===== src/rtl/seg_pkg.sv =====
// Shared constants for the seven-segment scan path: digit index type, anode
// one-cold patterns, blanking code and the active-low hex font.
package seg_pkg;

    typedef logic [1:0] digit_idx_t;

    localparam logic [7:0] SEG_BLANK  = 8'hFF;

    localparam logic [7:0] ANODE_DIG0 = 8'hFE;
    localparam logic [7:0] ANODE_DIG1 = 8'hFD;
    localparam logic [7:0] ANODE_DIG2 = 8'hFB;
    localparam logic [7:0] ANODE_DIG3 = 8'hF7;

    // Active-low {g,f,e,d,c,b,a}; the first listed entry is glyph F.
    localparam logic [15:0][6:0] HEX_FONT = {
        7'h0E, 7'h06, 7'h21, 7'h46,
        7'h03, 7'h08, 7'h10, 7'h00,
        7'h78, 7'h02, 7'h12, 7'h19,
        7'h30, 7'h24, 7'h79, 7'h40
    };

    function automatic logic [7:0] anode_pattern(input digit_idx_t idx);
        logic [7:0] pat;
        pat = ANODE_DIG0;
        case (idx)
            2'd0: pat = ANODE_DIG0;
            2'd1: pat = ANODE_DIG1;
            2'd2: pat = ANODE_DIG2;
            2'd3: pat = ANODE_DIG3;
            default: pat = SEG_BLANK;
        endcase
        return pat;
    endfunction

endpackage


===== src/rtl/hex7seg.sv =====
// Combinational nibble to active-low seven-segment decode ({g..a}).
module hex7seg
    import seg_pkg::*;
(
    input  logic [3:0] nibble,
    output logic [6:0] segs
);

    assign segs = HEX_FONT[nibble];

endmodule


===== src/rtl/seg_scan_scheduler.sv =====
// Four-digit seven-segment scan scheduler with a frame-synchronous double buffer.
// Optional digit blinking is compiled in when SEG_BLINK_EN is defined.
module seg_scan_scheduler
    import seg_pkg::*;
#(
    parameter int REFRESH_DIV  = 100000,
    parameter int BLINK_FRAMES = 64
) (
    input  logic        clkin,
    input  logic        reset,
    input  logic        load,
    input  logic [15:0] value,
    input  logic [3:0]  dp,
    input  logic [3:0]  digit_en,
`ifdef SEG_BLINK_EN
    input  logic [3:0]  blink_mask,
`endif
    output logic        load_ready,
    output logic        load_ack,
    output logic        frame_start,
    output logic [7:0]  anode,
    output logic [7:0]  cathode
);

    localparam int PW = $clog2(REFRESH_DIV);

    if (REFRESH_DIV < 2 || BLINK_FRAMES < 1) begin : g_param_check
        $error("seg_scan_scheduler: REFRESH_DIV must be >= 2 and BLINK_FRAMES >= 1");
    end

    logic [PW-1:0] prescaler;
    digit_idx_t    idx;
    digit_idx_t    idx_next;
    logic          pending;
    logic [15:0]   active_value;
    logic [3:0]    active_dp;
    logic [15:0]   shadow_value;
    logic [3:0]    shadow_dp;

    logic          tc;
    logic          wrap;
    logic          commit;
    logic          capture;
    logic [15:0]   value_next;
    logic [3:0]    dp_next;
    logic [3:0]    nibble;
    logic          dp_bit;
    logic [6:0]    segs;
    logic          blanked;

    assign tc       = (prescaler == PW'(REFRESH_DIV - 1));
    assign wrap     = tc && (idx == 2'd3);
    assign commit   = wrap && pending;
    assign capture  = load && !pending;
    assign idx_next = tc ? idx + 2'd1 : idx;

    assign load_ready  = ~pending;
    assign load_ack    = commit;
    assign frame_start = wrap;

    // Decode from the post-commit buffer so the first digit of a new frame is never stale.
    always_comb begin
        value_next = active_value;
        dp_next    = active_dp;
        if (commit) begin
            value_next = shadow_value;
            dp_next    = shadow_dp;
        end
        nibble = value_next[{idx_next, 2'b00} +: 4];
        dp_bit = dp_next[idx_next];
    end

    hex7seg u_hex7seg (
        .nibble (nibble),
        .segs   (segs)
    );

`ifdef SEG_BLINK_EN
    localparam int BW = (BLINK_FRAMES > 1) ? $clog2(BLINK_FRAMES) : 1;

    logic [BW-1:0] blink_cnt;
    logic          blink_on;
    logic          blink_on_next;
    logic          blink_cnt_tc;

    assign blink_cnt_tc  = (blink_cnt == BW'(BLINK_FRAMES - 1));
    assign blink_on_next = (wrap && blink_cnt_tc) ? ~blink_on : blink_on;
    assign blanked       = !digit_en[idx_next] || (!blink_on_next && blink_mask[idx_next]);

    always_ff @(posedge clkin) begin
        if (reset) begin
            blink_cnt <= '0;
            blink_on  <= 1'b1;
        end else if (wrap) begin
            blink_cnt <= blink_cnt_tc ? '0 : blink_cnt + BW'(1);
            blink_on  <= blink_on_next;
        end
    end
`else
    assign blanked = !digit_en[idx_next];
`endif

    always_ff @(posedge clkin) begin
        if (reset) begin
            prescaler    <= '0;
            idx          <= 2'd0;
            pending      <= 1'b0;
            active_value <= '0;
            active_dp    <= '0;
            shadow_value <= '0;
            shadow_dp    <= '0;
            anode        <= SEG_BLANK;
            cathode      <= SEG_BLANK;
        end else begin
            prescaler <= tc ? '0 : prescaler + PW'(1);
            idx       <= idx_next;
            // commit needs pending=1 and capture needs pending=0, so they never coincide.
            if (commit) begin
                active_value <= shadow_value;
                active_dp    <= shadow_dp;
                pending      <= 1'b0;
            end else if (capture) begin
                shadow_value <= value;
                shadow_dp    <= dp;
                pending      <= 1'b1;
            end
            anode   <= blanked ? SEG_BLANK : anode_pattern(idx_next);
            cathode <= blanked ? SEG_BLANK : {~dp_bit, segs};
        end
    end

endmodule

===== config.mk =====
export PLATFORM = sky130hd
export DESIGN_NAME = seg_scan_scheduler
export DESIGN_NICKNAME = d
export VERILOG_FILES = /design/src/rtl/seg_pkg.sv /design/src/rtl/hex7seg.sv /design/src/rtl/seg_scan_scheduler.sv
export SDC_FILE = /design/constraint.sdc
export NUM_CORES = 1
export LEC_CHECK = 0
export ABC_CLOCK_PERIOD_IN_PS = 7800
export BUFFER_PORTS_ARGS = -buffer_cell sky130_fd_sc_hd__buf_2
export CAP_MARGIN = 20
export CORE_MARGIN = 2
export CORE_UTILIZATION = 45
export DETAILED_ROUTE_END_ITERATION = 16
export PLACE_DENSITY = 0.65
export SLEW_MARGIN = 20
export SYNTH_ARGS = -nofsm -noshare
export SYNTH_HDL_FRONTEND = slang
export SYNTH_SLANG_ARGS = --single-unit

===== constraint.sdc =====
create_clock -name clkin -period 7.8 [get_ports clkin]
set_clock_uncertainty 0.15 [all_clocks]
set_input_delay 0.78 -clock clkin [delete_from_list [all_inputs] [get_ports clkin]]
set_output_delay 0.78 -clock clkin [all_outputs]
set_load 0.02 [all_outputs]

# Word-level counts from Yosys, hierarchy flattened
# Memory sizes are Yosys's and may differ from the RTL's. A register that Yosys moved wholly into a read port is not among the register bits.
# Index checks and enable logic that the tools add are counted.
# op_classes
muxes	9
reduce_logical	9
n_mul	0
n_addsub	2
n_eq_ne	5
div	0
bitwise_logic	4
n_shift	1
magnitude_cmp	2
# ops
cell	n
$pmux 8 s4	1
$add 17x1->17 const B	1
$eq 17x17->1 const B	1
$mux 16	1
$shiftx 16x5->4	1
$mux 7	1
$eq 2x2->1 const B	3
$reduce_or 2->1	3
$lt 4x5->1 const B	1
$bmux 1 s2	2
$mux 4	1
$not 1->1	4
$logic_and 1x1->1	3
$lt 2x3->1 const B	1
$add 2x1->2 const B	1
$eq 2x1->1 const B	1
$logic_not 2->1	1
$mux 1	2
$mux 2	1
$reduce_and 2->1	1
$logic_not 1->1	1
# totals
reg_bits	76
ram_bits	0
rom_bits	112
latchBits	0
out_inout_bits	19
wordCells	42
input_bits	27
n_memories	1
# mem_list
memory	words	word_bits	rd	rd_ports_with_merged_regs	write_ports	line_no	text
(name not given)	16	7	1	1	0	hex7seg.sv:9	assign segs = HEX_FONT[nibble];

# Depth between registers and ports, before layout
# Gate-level depths: netlist (run 1).
# logic_depth
ltp_word	7
mapped_depth	13
depth_no_buf	12

# By module
# From an unflattened synthesis (run 1), not the netlist that was laid out.
# hier_totals
cells_unflattened	410
hier_area_um2	3483.3
# by_module_without_submodules
module	cells_per_inst	area_per_inst_um2	instances
seg_scan_scheduler	378	3208.1	1
hex7seg	32	275.3	1

# Least setup slack after synthesis (run 1)
# Ideal clock, no wire load.
# synth_path
path_type	reg2reg
from	reg prescaler[0]
to	reg cathode[5]
path_buffers	1
setup_time_ns	0.150
path_stages_with_launch	14
t_arrival_ns	3.036
slack_ns	4.464
cell_sequence	dfxtp_1 -> ha_1 -> and4_1 -> nand4_4 -> xor2_2 -> buf_2 -> mux4_2 -> mux2i_2 -> inv_1 -> ha_1 -> inv_1 -> nor2_1 -> a21oi_1 -> o221ai_1
# synth_between
elab_chain_cells	6
# synth_lines
element	line_no	text
from (decl)	seg_scan_scheduler.sv:31	logic [PW-1:0] prescaler;
from (signal assigned)	seg_scan_scheduler.sv:115	prescaler <= tc ? '0 : prescaler + PW'(1);
$eq 17x17->1 *	seg_scan_scheduler.sv:51	assign tc = (prescaler == PW'(REFRESH_DIV - 1));
parallel branches: the longest is 5 deep, another holds $mux 16	n/a	
to (decl)	seg_scan_scheduler.sv:22	output logic [7:0] cathode
# Every way passes the cells marked *. The select of a mux whose other input is x is not followed.
# A chain may end at the register's enable or synchronous reset.

# Worst setup path after layout (run 1)
# layout_path
from	reg prescaler[0]
to	reg cathode[0]
# Same word-level chain as after synthesis.

==> results list, run 1 <==
* Count leader, synth: sky130_fd_sc_hd__dfxtp_1
- Setup violations remaining at the end of the flow were counted as 0.
* Max H-tree Level: 3
- Total of flip-flops plus latches after synthesis: a little over 70
- Post-CTS Resized: 0
* Number of distinct standard cells referenced by the synthesized netlist: 47
- Total of max-cap violations: 0
* Upper clock frequency limit: between 200 and 300 MHz
- For this run, the number of Yosys warnings is 0.
- Total power density per cell area: slightly above 200 nW/um2
- Via/cell ratio: 5.02
- Maximum fanout count along the critical path: 14
- Worst stage delay on the critical path: between 0.7 and 0.8 ns
* Worst Path Buf+Inv: 0
* Clock Latency Late Sink: approximately 0.34 ns
* Clock Tree Root: sky130_fd_sc_hd__clkbuf_8
- Total power for the finished layout comes to 748 uW.
- Launch instance of the worst register-to-register path: prescaler[0]$_SDFF_PP0_
- Commonest cells in the synthesized netlist: 72 x sky130_fd_sc_hd__dfxtp_1, 61 x sky130_fd_sc_hd__nand2_1, 47 x sky130_fd_sc_hd__nor2_1
- Data on the critical path arrives at its endpoint at 3.97 ns.
* Minimum period implied by the final worst setup slack: 3.92 ns
* DR vias: ~2.4k
- Setup slack on the worst reg-to-reg path comes out at about 3.9 ns.
* Placer Congestion: approximately 0.77
* Cell count after placement: 469
- Count of pins on the block boundary: 46
- Top area cells in the synthesized netlist: sky130_fd_sc_hd__dfxtp_1 45%, sky130_fd_sc_hd__mux2i_1 7.7%, sky130_fd_sc_hd__nand2_1 7.1%
* Y dimension of the die: 88.7 um
* Syn Area/Cell: slightly above 9 um2
* Tightest Pin Transition: 0.872 ns
* Sequential element share of the synthesized area: between 40% and 50%
- Placed standard-cell area: about 3500 um2
- Non-filler cells in the finished layout: about 480
* Hold Path Class: register to register
- Total count of max-transition violations in the final report: 0
- Area enclosed by the die boundary: about 7900 um2
- Cell-by-cell trace of the critical path: ha_1 > and4_1 > nand4_4 > xor2_2 > mux4_1 > mux2i_1 > nand2_1 > a21oi_1 > o31ai_1
- Summed over all instances, the cell type with the most area after synthesis is sky130_fd_sc_hd__dfxtp_1.
- The finished cells cover 3700 um2.
- Num rows: 30
* Diodes inserted: 0
* Number of detailed-route iterations in the first pass: 6
- Clk buf depth: 2
- Area grow syn2layout: 14.7%
- Global-route wire length before repair: 10,200 um
* Proportion of layout cells with a drive suffix above 1: roughly a fifth
* Count of flip-flops with a built-in enable after synthesis: 0
* Standard cell core area: around 6900 um2
- For this run, the total global-route usage over all layers was measured as approximately 17%.
- After global routing the overflow that remains totals 0.
- Initial Util: approximately 47%
* Clock-pin slew reported for the worst setup and hold paths after clock tree synthesis: 0.08 ns
* Die extent in x: slightly below 90 um
- Tracing the worst setup path back leads to its startpoint at prescaler[0]$_SDFF_PP0_.
- For this block, the initial DRC count from the detailed router was 119.
- Number of hold buffers added after CTS: 0
- STA puts the critical path data required time at between 7 and 8 ns.
- Across all hold checks on the routed design, the worst slack comes to 0.312 ns.
- Number of global-route vias before repair: roughly 2.2k
- The mapped netlist covers around 3200 um2.
- Pin count of the biggest net entering global routing: between 40 and 50
- Routed len/inst: roughly 13 um
- Critical Path Source Type: register
- The count of final hold-check violations was 0.
- CTS tree: built
* Final TNS setup: 0 ns
- Cell family contributing the most delay on the critical path: multiplexers
* Total CTS buffers: 9
- Reported leakage power: 1.45 nW
* Routed Wire Length: about 6100 um
* Count of buffers from port buffering: a little over 40
* Number of clock sinks: 72
- Highest-delay cell along the critical path: sky130_fd_sc_hd__mux2i_1
- Kind of end point of the critical path: register
- Setup Buffers After CTS: 0
- The count of nets left with antenna violations once routing finished came out at 0.
* Relative slew slack: approximately two fifths
- Worst Path Class, Setup: register to register
* Synth async-reset ratio: 0%
- Setup repair after global routing left no endpoint under its margin.
* Synth Flop Type: sky130_fd_sc_hd__dfxtp_1
* Proportion of netlist area held by the largest area contributor: between 40% and 50%
* Run status: complete, no violations
- Initial antenna violation count: 0
- Post-route clock period utilization: about 50%
- The worst hold path begins at shadow_value[13]$_SDFFE_PP0P_.
* Number of nets in the layout: about 420
- The worst-case IR drop observed on VDD is around 0.09 mV.
* Residual DRC count: 0
* Count of mapped cells out of synthesis: approximately 350
- Dpl hpwl: about 4200 um
routing by layer:
| metal | part of all wire [%] | wire length (um) | up-vias | GRT usage [%] |
|---|---|---|---|---|
| met5 | 0 | 0 | - | 0 |
| li1 | - | - | 1244 | - |
| met4 | 0.69 | 42 | 0 | 7.85 |
| met1 | 51 | 3060 | 1139 | 23.3 |
| met2 | 45 | 2710 | 44 | 24.2 |
| met3 | 4.0 | 243 | 4 | 4.76 |
worst min-delay path, cell delays in order, from the launching register on:
cell and delay [ns]:
sky130_fd_sc_hd__dfxtp_1 0.31, sky130_fd_sc_hd__nand2_1 0.05, sky130_fd_sc_hd__a21oi_1 0.05
power by group:
group | total, mW | switching [mW] | internal (mW)
registers | 0.383 | 0.00621 | 0.377
logic | 0.0382 | 0.0238 | 0.0144
clock network | 0.327 | 0.140 | 0.187
total | 0.748 | 0.170 | 0.578
state kept, by name, indices dropped and copies added, names as in the netlist:
register / count
active_dp: 4
shadow_dp: 4
anode: 4
pending: 1
cathode: 8
shadow_value: 16
prescaler: 17
idx: 2
active_value: 16
cell type report:
cell class | count | area (um2)
Timing Repair Buffer | 44 | 228
Clock inverter | 5 | 81.3
Tap cell | 96 | 120
Fill cell | 649 | 3160
Sequential cell | 72 | 1440
Multi-Input combinational cell | 248 | 1660
Clock buffer | 10 | 138
Inverter | 9 | 33.8
cell families (layout without fill, tap and decap cells):
group | Yosys count | after routing | share of synthesized area, %
simple gates | 143 | 143 | 20.4
flops | 72 | 72 | 44.6
compound gates | 41 | 41 | 7.98
mux | 36 | 36 | 14.8
buf+inv | 30 | 68 | 4.45
xor+xnor | 16 | 16 | 4.57
fa+ha+maj | 8 | 8 | 3.10
other cells | 1 | 4 | 0.116
layout by cell type (no fill, tap or decap), types with 2 or more instances in the layout:
master and instances:
sky130_fd_sc_hd__nor2b_1 2, sky130_fd_sc_hd__o211a_1 2, sky130_fd_sc_hd__mux4_1 3, sky130_fd_sc_hd__dfxtp_1 72, sky130_fd_sc_hd__nand3_1 11, sky130_fd_sc_hd__nor3_1 4
sky130_fd_sc_hd__mux2_2 2, sky130_fd_sc_hd__nand2_1 61, sky130_fd_sc_hd__clkbuf_8 10, sky130_fd_sc_hd__nand4_1 5, sky130_fd_sc_hd__o21ai_0 4, sky130_fd_sc_hd__ha_1 8
sky130_fd_sc_hd__xnor2_1 9, sky130_fd_sc_hd__a21oi_1 24, sky130_fd_sc_hd__o221ai_1 2, sky130_fd_sc_hd__mux4_2 3, sky130_fd_sc_hd__mux2i_4 2, sky130_fd_sc_hd__inv_1 8
sky130_fd_sc_hd__nor2_1 47, sky130_fd_sc_hd__buf_4 3, sky130_fd_sc_hd__conb_1 4, sky130_fd_sc_hd__and4bb_2 2, sky130_fd_sc_hd__buf_2 41, sky130_fd_sc_hd__mux2i_1 25
sky130_fd_sc_hd__and2_1 2, sky130_fd_sc_hd__bufinv_16 2, sky130_fd_sc_hd__o211ai_1 3, sky130_fd_sc_hd__xor2_1 6
worst paths after layout:
kind | end | cells past startpoint
max | cathode[0]$_SDFF_PP1_ | 9
min | shadow_value[13]$_SDFFE_PP0P_ | 2
max reg2reg | cathode[0]$_SDFF_PP1_ | 9
min reg2reg | shadow_value[13]$_SDFFE_PP0P_ | 2
per-stage QoR:
step | utilization (%) | setup WS (ns)
6_report | 53.9 | 3.88
5_1_grt | 53.9 | 3.58
4_1_cts | 53.9 | 3.88
3_5_place_dp | 50.7 | 3.91
3_3_place_gp | 50.7 | 4.01
2_1_floorplan | - | 4.46
(Power assumes the default switching activity.)
==> run 2, diff against run 1 <==
- ABC_AREA: not set -> 1
- ABC_CLOCK_PERIOD_IN_PS: 7800 -> 4100
- PLACE_DENSITY: 0.65 -> not set
- clock period: 7.8 -> 4.1 ns (I/O delays scaled with it)
==> run 2 against run 1 <==
- global-route usage is 1.2 points higher
- setup slack worse by 2.7 ns
- design area is 3.9% higher
- wire length is 14% higher
==> results list, run 2 <==
* GR Util met1: between 20% and 30%
- The mapped netlist covers 3350 um2.
- Minimum period implied by the final worst setup slack: between 2 and 3 ns
- Y dimension of the die: between 90 and 100 um
- Largest register by flop count: prescaler
- In the layout the commonest cells are 131 x sky130_fd_sc_hd__nand2_1, 72 x sky130_fd_sc_hd__nor2_1, 72 x sky130_fd_sc_hd__dfxtp_1.
- The H-tree generated during clock tree synthesis spans 3 levels.
* Total power density per cell area: slightly below 400 nW/um2
- The detailed router finished its first iteration with between 90 and 100 violations.
- Count of flip-flops with a built-in enable after synthesis: 0
* Global route overflow: 0
- Critical Path Source Type: register
- STA classifies the critical path endpoint as a register.
- Yosys attributes the largest share of cell area to sky130_fd_sc_hd__dfxtp_1 43%, sky130_fd_sc_hd__nand2_1 15%, sky130_fd_sc_hd__nor2_1 8.1%.
- Pin count of the biggest net entering global routing: 26
* Commonest non-fill, non-tap cell in the layout: sky130_fd_sc_hd__nand2_1
- Of the post-synthesis cell area, the dominant cell type holds 43.1%.
- Count of buffers from port buffering: 41
- After layout, the worst path uses about 71% of the clock period.
- Initial antenna violation count: 0
- Synth async-reset ratio: 0%
* Dpl hpwl: just over 5000 um
* Maximum fanout count along the critical path: 23
* Residual DRC count: 0
* Routed Wire Length: between 6000 and 7000 um
- Peak VDD IR: 0.181 mV
* Total global routing track utilization: roughly 18%
- Total of flip-flops plus latches after synthesis: 72
- Switching part of the total: between 20% and 30%
- After technology mapping, the gate count stands at around 470.
- Syn Area/Cell: 7.17 um2
* Launch instance of the worst register-to-register path: prescaler[0]$_SDFF_PP0_
- After Yosys synthesis, full adders, half adders and majority gates account for ~3.0% of the synthesized area.
- Die extent in x: approximately 90 um
* Area enclosed by the die boundary: 8140 um2
- For this run, the post-layout net count is around 540.
- At the later pin of the worst-skew pair, clock insertion delay measures between 0.3 and 0.4 ns.
- In this run the most critical hold path is launched from value[4].
- Remaining antenna violation count: 0
- In this run the most used layer during global routing was met2.
- Number of clock sinks: between 70 and 80
* Final TNS setup: 0 ns
- In this run the register-to-register setup slack is around 1.2 ns.
- In the final layout, the share of cells above drive strength 1 is 19.8%.
- Dominant combinational cell family by area after synthesis: simple AND/OR/NAND/NOR gates
- The synthesized netlist devotes 8.37% of its cell area to compound gates.
* Final Hold Violating Endpoints: 0
- The region available for standard cell placement spans 7210 um2.
* Sequential element share of the synthesized area: between 40% and 50%
- For this run, global-route usage on met2 was measured as between 20% and 30%.
- Prior to clock tree synthesis, the placed netlist has a worst setup slack of 1.17 ns.
- For this run, the number of Yosys warnings is 0.
- WHS Endpoint: shadow_value[4]$_SDFFE_PP0P_
- Clock Tree Root: sky130_fd_sc_hd__clkbuf_8
* Worst R2R End: cathode[0]$_SDFF_PP1_
- The register with the most flip-flops in the layout has 17 of them.
- Internal Dissipation: approximately 1.2 mW
* Fraction of synthesized cell area in xor and xnor cells: less than 1%
* Registers with the most flip-flops: prescaler x17, active_value x16, shadow_value x16
- The run finished with clean final reports.
- After clock tree synthesis, the setup repair step added 0 buffers.
- The most used flip-flop cell after synthesis is sky130_fd_sc_hd__dfxtp_1.
- The via count of the first global-routing pass came to approximately 2.6k.
- Tightest Pin Transition: 0.619 ns
- Clock-pin slew was measured on the worst setup and hold paths at approximately 0.080 ns.
- The worst setup path is of the register to register kind.
- Commonest cells in the synthesized netlist: 131 x sky130_fd_sc_hd__nand2_1, 72 x sky130_fd_sc_hd__dfxtp_1, 72 x sky130_fd_sc_hd__nor2_1
- Placer Congestion: slightly above 0.8
- The number of clock buffers added by TritonCTS is 9.
* Routed len/inst: 11.3 um
- Once the clock tree was built, the resizer swapped 0 gates to a different size.
- Num rows: 31
* Total of max-cap violations: 0
* Clock share of power: between 40% and 50%
- Global-route wire length before repair: 11,800 um
- The path class of the tightest hold or removal check is input pin to register.
- Multiplexer cells account for approximately 1.2% of the synthesized area.
* Count of pins on the block boundary: 46
- Setup Viol. Count Final: 0
* Total count of max-transition violations in the final report: 0
- The largest total area in the synthesized netlist belongs to sky130_fd_sc_hd__dfxtp_1.
* Via/cell ratio: about 4.7
- TritonCTS built the clock tree.
* Diodes inserted: 0
- Measured against its own limit, the worst slew margin works out to between 50 and 60%.
* Number of stages on the worst hold path: 3
- Arrival time at the worst endpoint: ~3.0 ns
- Reported net switching power: about 350 uW
* Met3 GRT Util: under 10%
- DR vias: 2,851
* R2R depth: 17
- After Yosys synthesis, and, or, nand and nor cells account for a little over a third of the synthesized area.
- Combinational Power Share: under 10%
* Unrepaired setup endpoints after global routing: no
- Area grow syn2layout: 15.0%
- Upper clock frequency limit: between 300 and 400 MHz
* Clk buf depth: 2
- After clock tree synthesis, the flow added hold-fix buffers numbering 0.
- By instance count, the leading cell after synthesis is sky130_fd_sc_hd__nand2_1.
* Initial Util: between 40% and 50%
* Number of distinct standard cells referenced by the synthesized netlist: 31
- Summed over all cells, the static leakage comes to between 1.5 and 2 nW.
* Sequential share of power: between 40% and 50%
- Worst Slack Setup Final: between 1 and 1.5 ns
- The pre-antenna-repair detailed-routing pass consisted of 4 iterations.
- WP data required: approximately 4.2 ns
run 2: worst max path at each step:
stage / startpoint / endpoint / cells after the start / slack (ns)
floorplan: prescaler[0]$_SDFF_PP0_ / cathode[0]$_SDFF_PP1_ / 18 / 1.69
global placement: prescaler[0]$_SDFF_PP0_ / cathode[5]$_SDFF_PP1_ / 17 / 1.24
detailed placement: prescaler[0]$_SDFF_PP0_ / cathode[0]$_SDFF_PP1_ / 17 / 1.17
CTS: prescaler[0]$_SDFF_PP0_ / cathode[0]$_SDFF_PP1_ / 17 / 1.16
global route: prescaler[0]$_SDFF_PP0_ / cathode[0]$_SDFF_PP1_ / 17 / 0.85
finish: prescaler[0]$_SDFF_PP0_ / cathode[0]$_SDFF_PP1_ / 17 / 1.18
run 2: layer usage:
| layer | wire [um] | share of wire [%] |
|---|---|---|
| met1 | 3690 | 53 |
| met2 | 2820 | 41 |
| met3 | 299 | 4.3 |
| met4 | 88 | 1.3 |
| met5 | 0 | 0 |
run 2: power groups by stage:
stage               logic (mW)  registers [mW]  clock network (mW)
finish                  0.0777           0.736               0.701
global route            0.0917           0.738               0.752
CTS                     0.0788           0.736               0.719
detailed placement      0.0788           0.752                   0
global placement        0.0777           0.753                   0
floorplan               0.0514           0.753                   0
run 2: area by class of cell:
| class | instances | area (um2) |
|---|---|---|
| fill | 736 | 3370 |
| multi-input combinational | 338 | 1660 |
| sequential | 72 | 1440 |
| timing repair buffer | 41 | 205 |
| inverter | 44 | 165 |
| clock inverter | 7 | 128 |
| clock buffer | 9 | 124 |
| tap | 99 | 124 |
run 2: cells by family after synthesis:
logic type / Yosys count
AO/OA/AOI/OAI: 55
XOR/XNOR: 3
adder cells (fa/ha/maj): 8
buffers and inverters: 60
flip-flops: 72
multiplexers: 4
other: 1
AND/OR/NAND/NOR: 264
run 2: through the flow:
step                power [mW]  std cells  hold WS [ns]  instance area, um2  util (%)
CTS                       1.53        610         0.146                3850      53.3
finish                    1.51        610         0.165                3850      53.3
global route              1.58        610         0.180                3850      53.3
global placement         0.830        594         0.281                3600      49.9
detailed placement       0.831        594         0.291                3600      49.9
floorplan                0.804        470         0.268                3360         -
run 2: critical path, stage by stage (launching register included):
cell and delay (ns):
sky130_fd_sc_hd__dfxtp_1 0.36, sky130_fd_sc_hd__ha_1 0.17, sky130_fd_sc_hd__nand2_1 0.09, sky130_fd_sc_hd__inv_2 0.08
sky130_fd_sc_hd__nand2_2 0.08, sky130_fd_sc_hd__nor2_4 0.16, sky130_fd_sc_hd__nand4_4 0.33, sky130_fd_sc_hd__inv_1 0.40
sky130_fd_sc_hd__nand2_1 0.14, sky130_fd_sc_hd__nand2_1 0.08, sky130_fd_sc_hd__nand2_1 0.04, sky130_fd_sc_hd__nand2_1 0.08
sky130_fd_sc_hd__nor2_2 0.08, sky130_fd_sc_hd__ha_1 0.24, sky130_fd_sc_hd__o21ai_1 0.13, sky130_fd_sc_hd__nand2_1 0.08
sky130_fd_sc_hd__nand2_1 0.06, sky130_fd_sc_hd__nand3_1 0.06
==> run 3, diff against run 2 <==
- ABC_AREA: 1 -> 0
- ABC_CLOCK_PERIOD_IN_PS: 4100 -> 2500
- PLACE_DENSITY: not set -> 0.68
- clock period: 4.1 -> 2.5 ns (I/O delays scaled with it)
==> run 3 against run 2 <==
- sequential power grew 63%
- the flow now finishes with violations (negative setup slack)
- critical endpoint is now cathode[3]$_SDFF_PP1_
- clock power grew 64%
- first-iteration DRC count is 29% higher
- design area increased by 19%
- utilization rose by 14 points
- global-route usage up 1.9 points
- sequential share of layout area shrank 6.0 points
- critical path depth fell by 6
- register-to-register slack worse by 1.5 ns
==> results list, run 3 (synthesized netlist as in run 1, its figures left out) <==
* Residual DRC count: 0
* Global routing met2 resource utilization: about a third
* Relative slew slack: 52.2%
- Kind of end point of the critical path: register
- Number of detailed-route iterations in the first pass: 4
- Number of clock sinks: 72
* Count of pins on the block boundary: 46
- Clock Tree Root: sky130_fd_sc_hd__clkbuf_8
- Pin count of the biggest net entering global routing: 48
- Counting flops per register, the top entry is prescaler.
* Cell family contributing the most delay on the critical path: multiplexers
- Number of nets in the layout: 500
* Met3 GRT Util: about 4.7%
- Cells fill 66.9% of the core in the end.
- The layer flagged by global routing as most heavily used is met2.
- Port buffering added between 40 and 50 buffers.
- Placer Congestion: 0.757
- For this run, the slowest stage of the critical path takes roughly 0.68 ns.
- Most frequent cell on the critical path: sky130_fd_sc_hd__buf_4
- Num rows: 30
- Across all layers, the routed design uses approximately 2.8k vias.
- For this design, the slowest cell found on the critical path is sky130_fd_sc_hd__mux4_1.
- Diodes inserted: 0
* Total CTS buffers: 9
- Cells with a size suffix above 1 make up around a third of the layout.
* Post-route worst hold slack: 0.0123 ns
* Maximum fanout count along the critical path: 7
* Total power density per cell area: ~550 nW/um2
- The first global-routing pass estimated ~12,000 um of wire.
- Arrival time at the worst endpoint: about 3 ns
* Area grow syn2layout: 42.3%
* Clk buf depth: 2
- In the final routed layout, each cell accounts on average for about 13 um.
* Unrepaired setup endpoints after global routing: yes
* Total count of max-transition violations in the final report: 0
* WP data required: roughly 2.6 ns
* Clock-pin slew reported for the worst setup and hold paths after clock tree synthesis: ~0.08 ns
- Violated checks: negative setup slack
* Worst Slack Setup Final: -0.311 ns
* Reported leakage power: 1.86 nW
* Hold Path Class: input pin to register
- Die extent in x: approximately 89 um
- CTS tree: built
* Initial Util: 47.0%
- Wires add up to about 7300 um.
- Worst Path Class, Setup: register to register
* Worst Path Buf+Inv: 3
* Most used cells in the layout excluding fill and tap cells: 70 x sky130_fd_sc_hd__dfxtp_1, 61 x sky130_fd_sc_hd__nand2_1, 54 x sky130_fd_sc_hd__buf_4
- The H-tree was split into 3 levels.
* Area enclosed by the die boundary: about 7900 um2
* Y dimension of the die: between 80 and 90 um
- Critical Path Source Type: register
* Via/cell ratio: between 4 and 5
- Number of DRC markers after the initial detailed-route iteration: 121
* Remaining antenna violation count: 0
- The count of final hold-check violations is 0.
- Global route overflow: 0
* Clock Latency Late Sink: 0.35 ns
- In the global route stage, overall resource usage came out at about 20%.
- Total of max-cap violations: 0
* Setup Viol. Count Final: 7
- The register with the most flip-flops in the layout has 17 of them.
* Registers with the most flip-flops: prescaler x17, active_value x16, shadow_value x16
- Post-route clock period utilization: 112%
* Standard cell core area: ~6900 um2
- The library cell used most frequently in the layout, excluding fill and tap cells, is sky130_fd_sc_hd__dfxtp_1.
- Cell-by-cell trace of the critical path: ha_4 > and4_4 > nand4_4 > xor2_4 > buf_12 > mux4_1 > mux2i_4 > buf_4 > buf_4 > a211oi_2 > o21ai_1
* Upper clock frequency limit: 356 MHz
- At the pin with the least slew margin, the transition time is 0.716 ns.
- IR analysis of the VDD net gives a maximum drop of 0.397 mV.
* Dpl hpwl: approximately 4700 um
- The via count of the first global-routing pass is 2,647.
* Minimum period implied by the final worst setup slack: approximately 2.8 ns
- GR Util met1: 26.4%
- Fill cell total of the finished layout: 543
* Initial antenna violation count: 0
- Run status: finished, violations left
## run 3: worst reg2reg max path, stage by stage (launching register included)
cell and delay [ns]:
sky130_fd_sc_hd__dfxtp_2 0.35, sky130_fd_sc_hd__ha_4 0.13, sky130_fd_sc_hd__and4_4 0.23, sky130_fd_sc_hd__nand4_4 0.15, sky130_fd_sc_hd__xor2_4 0.19, sky130_fd_sc_hd__buf_12 0.14, sky130_fd_sc_hd__mux4_1 0.68, sky130_fd_sc_hd__mux2i_4 0.28
sky130_fd_sc_hd__buf_4 0.19, sky130_fd_sc_hd__buf_4 0.11, sky130_fd_sc_hd__a211oi_2 0.04, sky130_fd_sc_hd__o21ai_1 0.12
## run 3: metrics by stage
stage          TNS [ns]  std cells  total power [mW]  setup slack, ns  area (um2)
2_1_floorplan     -2.93        350              1.30           -0.471        3320
3_3_place_gp      -2.51        519              1.35           -0.413        3920
3_5_place_dp      -2.82        519              1.36           -0.471        3920
4_1_cts           -1.76        562              2.53           -0.290        4540
5_1_grt           -2.81        566              2.60           -0.439        4600
6_report          -1.90        566              2.51           -0.311        4600
## run 3: layout make-up
cell class / count / area, um2 / share of cell area, %
Multi-Input combinational cell: 249 / 1830 / 39.9
Sequential cell: 72 / 1440 / 31.4
Timing Repair Buffer: 124 / 913 / 19.9
Clock buffer: 10 / 138 / 2.99
Tap cell: 96 / 120 / 2.61
Clock inverter: 6 / 115 / 2.50
Inverter: 9 / 33.8 / 0.735
## run 3: report_power, final
| group | internal (mW) | switching [mW] | total [mW] |
|---|---|---|---|
| sequential | 1.18 | 0.0211 | 1.20 |
| combinational | 0.0765 | 0.0847 | 0.161 |
| clock | 0.695 | 0.460 | 1.15 |
## run 3: path summary, 6_finish.rpt
kind | startpoint | to | slack [ns] | cells past startpoint
worst max-delay path | prescaler[0]$_SDFF_PP0_ | cathode[3]$_SDFF_PP1_ | -0.31 | 11
worst min-delay path | value[9] | shadow_value[9]$_SDFFE_PP0P_ | 0.01 | 3
worst max register to register | prescaler[0]$_SDFF_PP0_ | cathode[3]$_SDFF_PP1_ | -0.31 | 11
worst min register to register | shadow_dp[1]$_SDFFE_PP0P_ | shadow_dp[1]$_SDFFE_PP0P_ | 0.33 | 2
## run 3: what timing repair did
action / in CTS / in global routing
endpoints found under the setup margin: 7 / 8
setup buffers: 6 / 2
gates cloned: 0 / 2
hold buffers: 21 / 0
resized for setup: 18 / 5
endpoints found under the hold margin: 21 / 0
pin swaps: 9 / 1
## run 3: metal layers
layer  vias up  share of wire [%]  wire length [um]
li1       1407                  -                 -
met1      1313                 48              3540
met2        51                 47              3450
met3         9                3.1               226
met4         0                1.4               103
met5         -                  0                 0
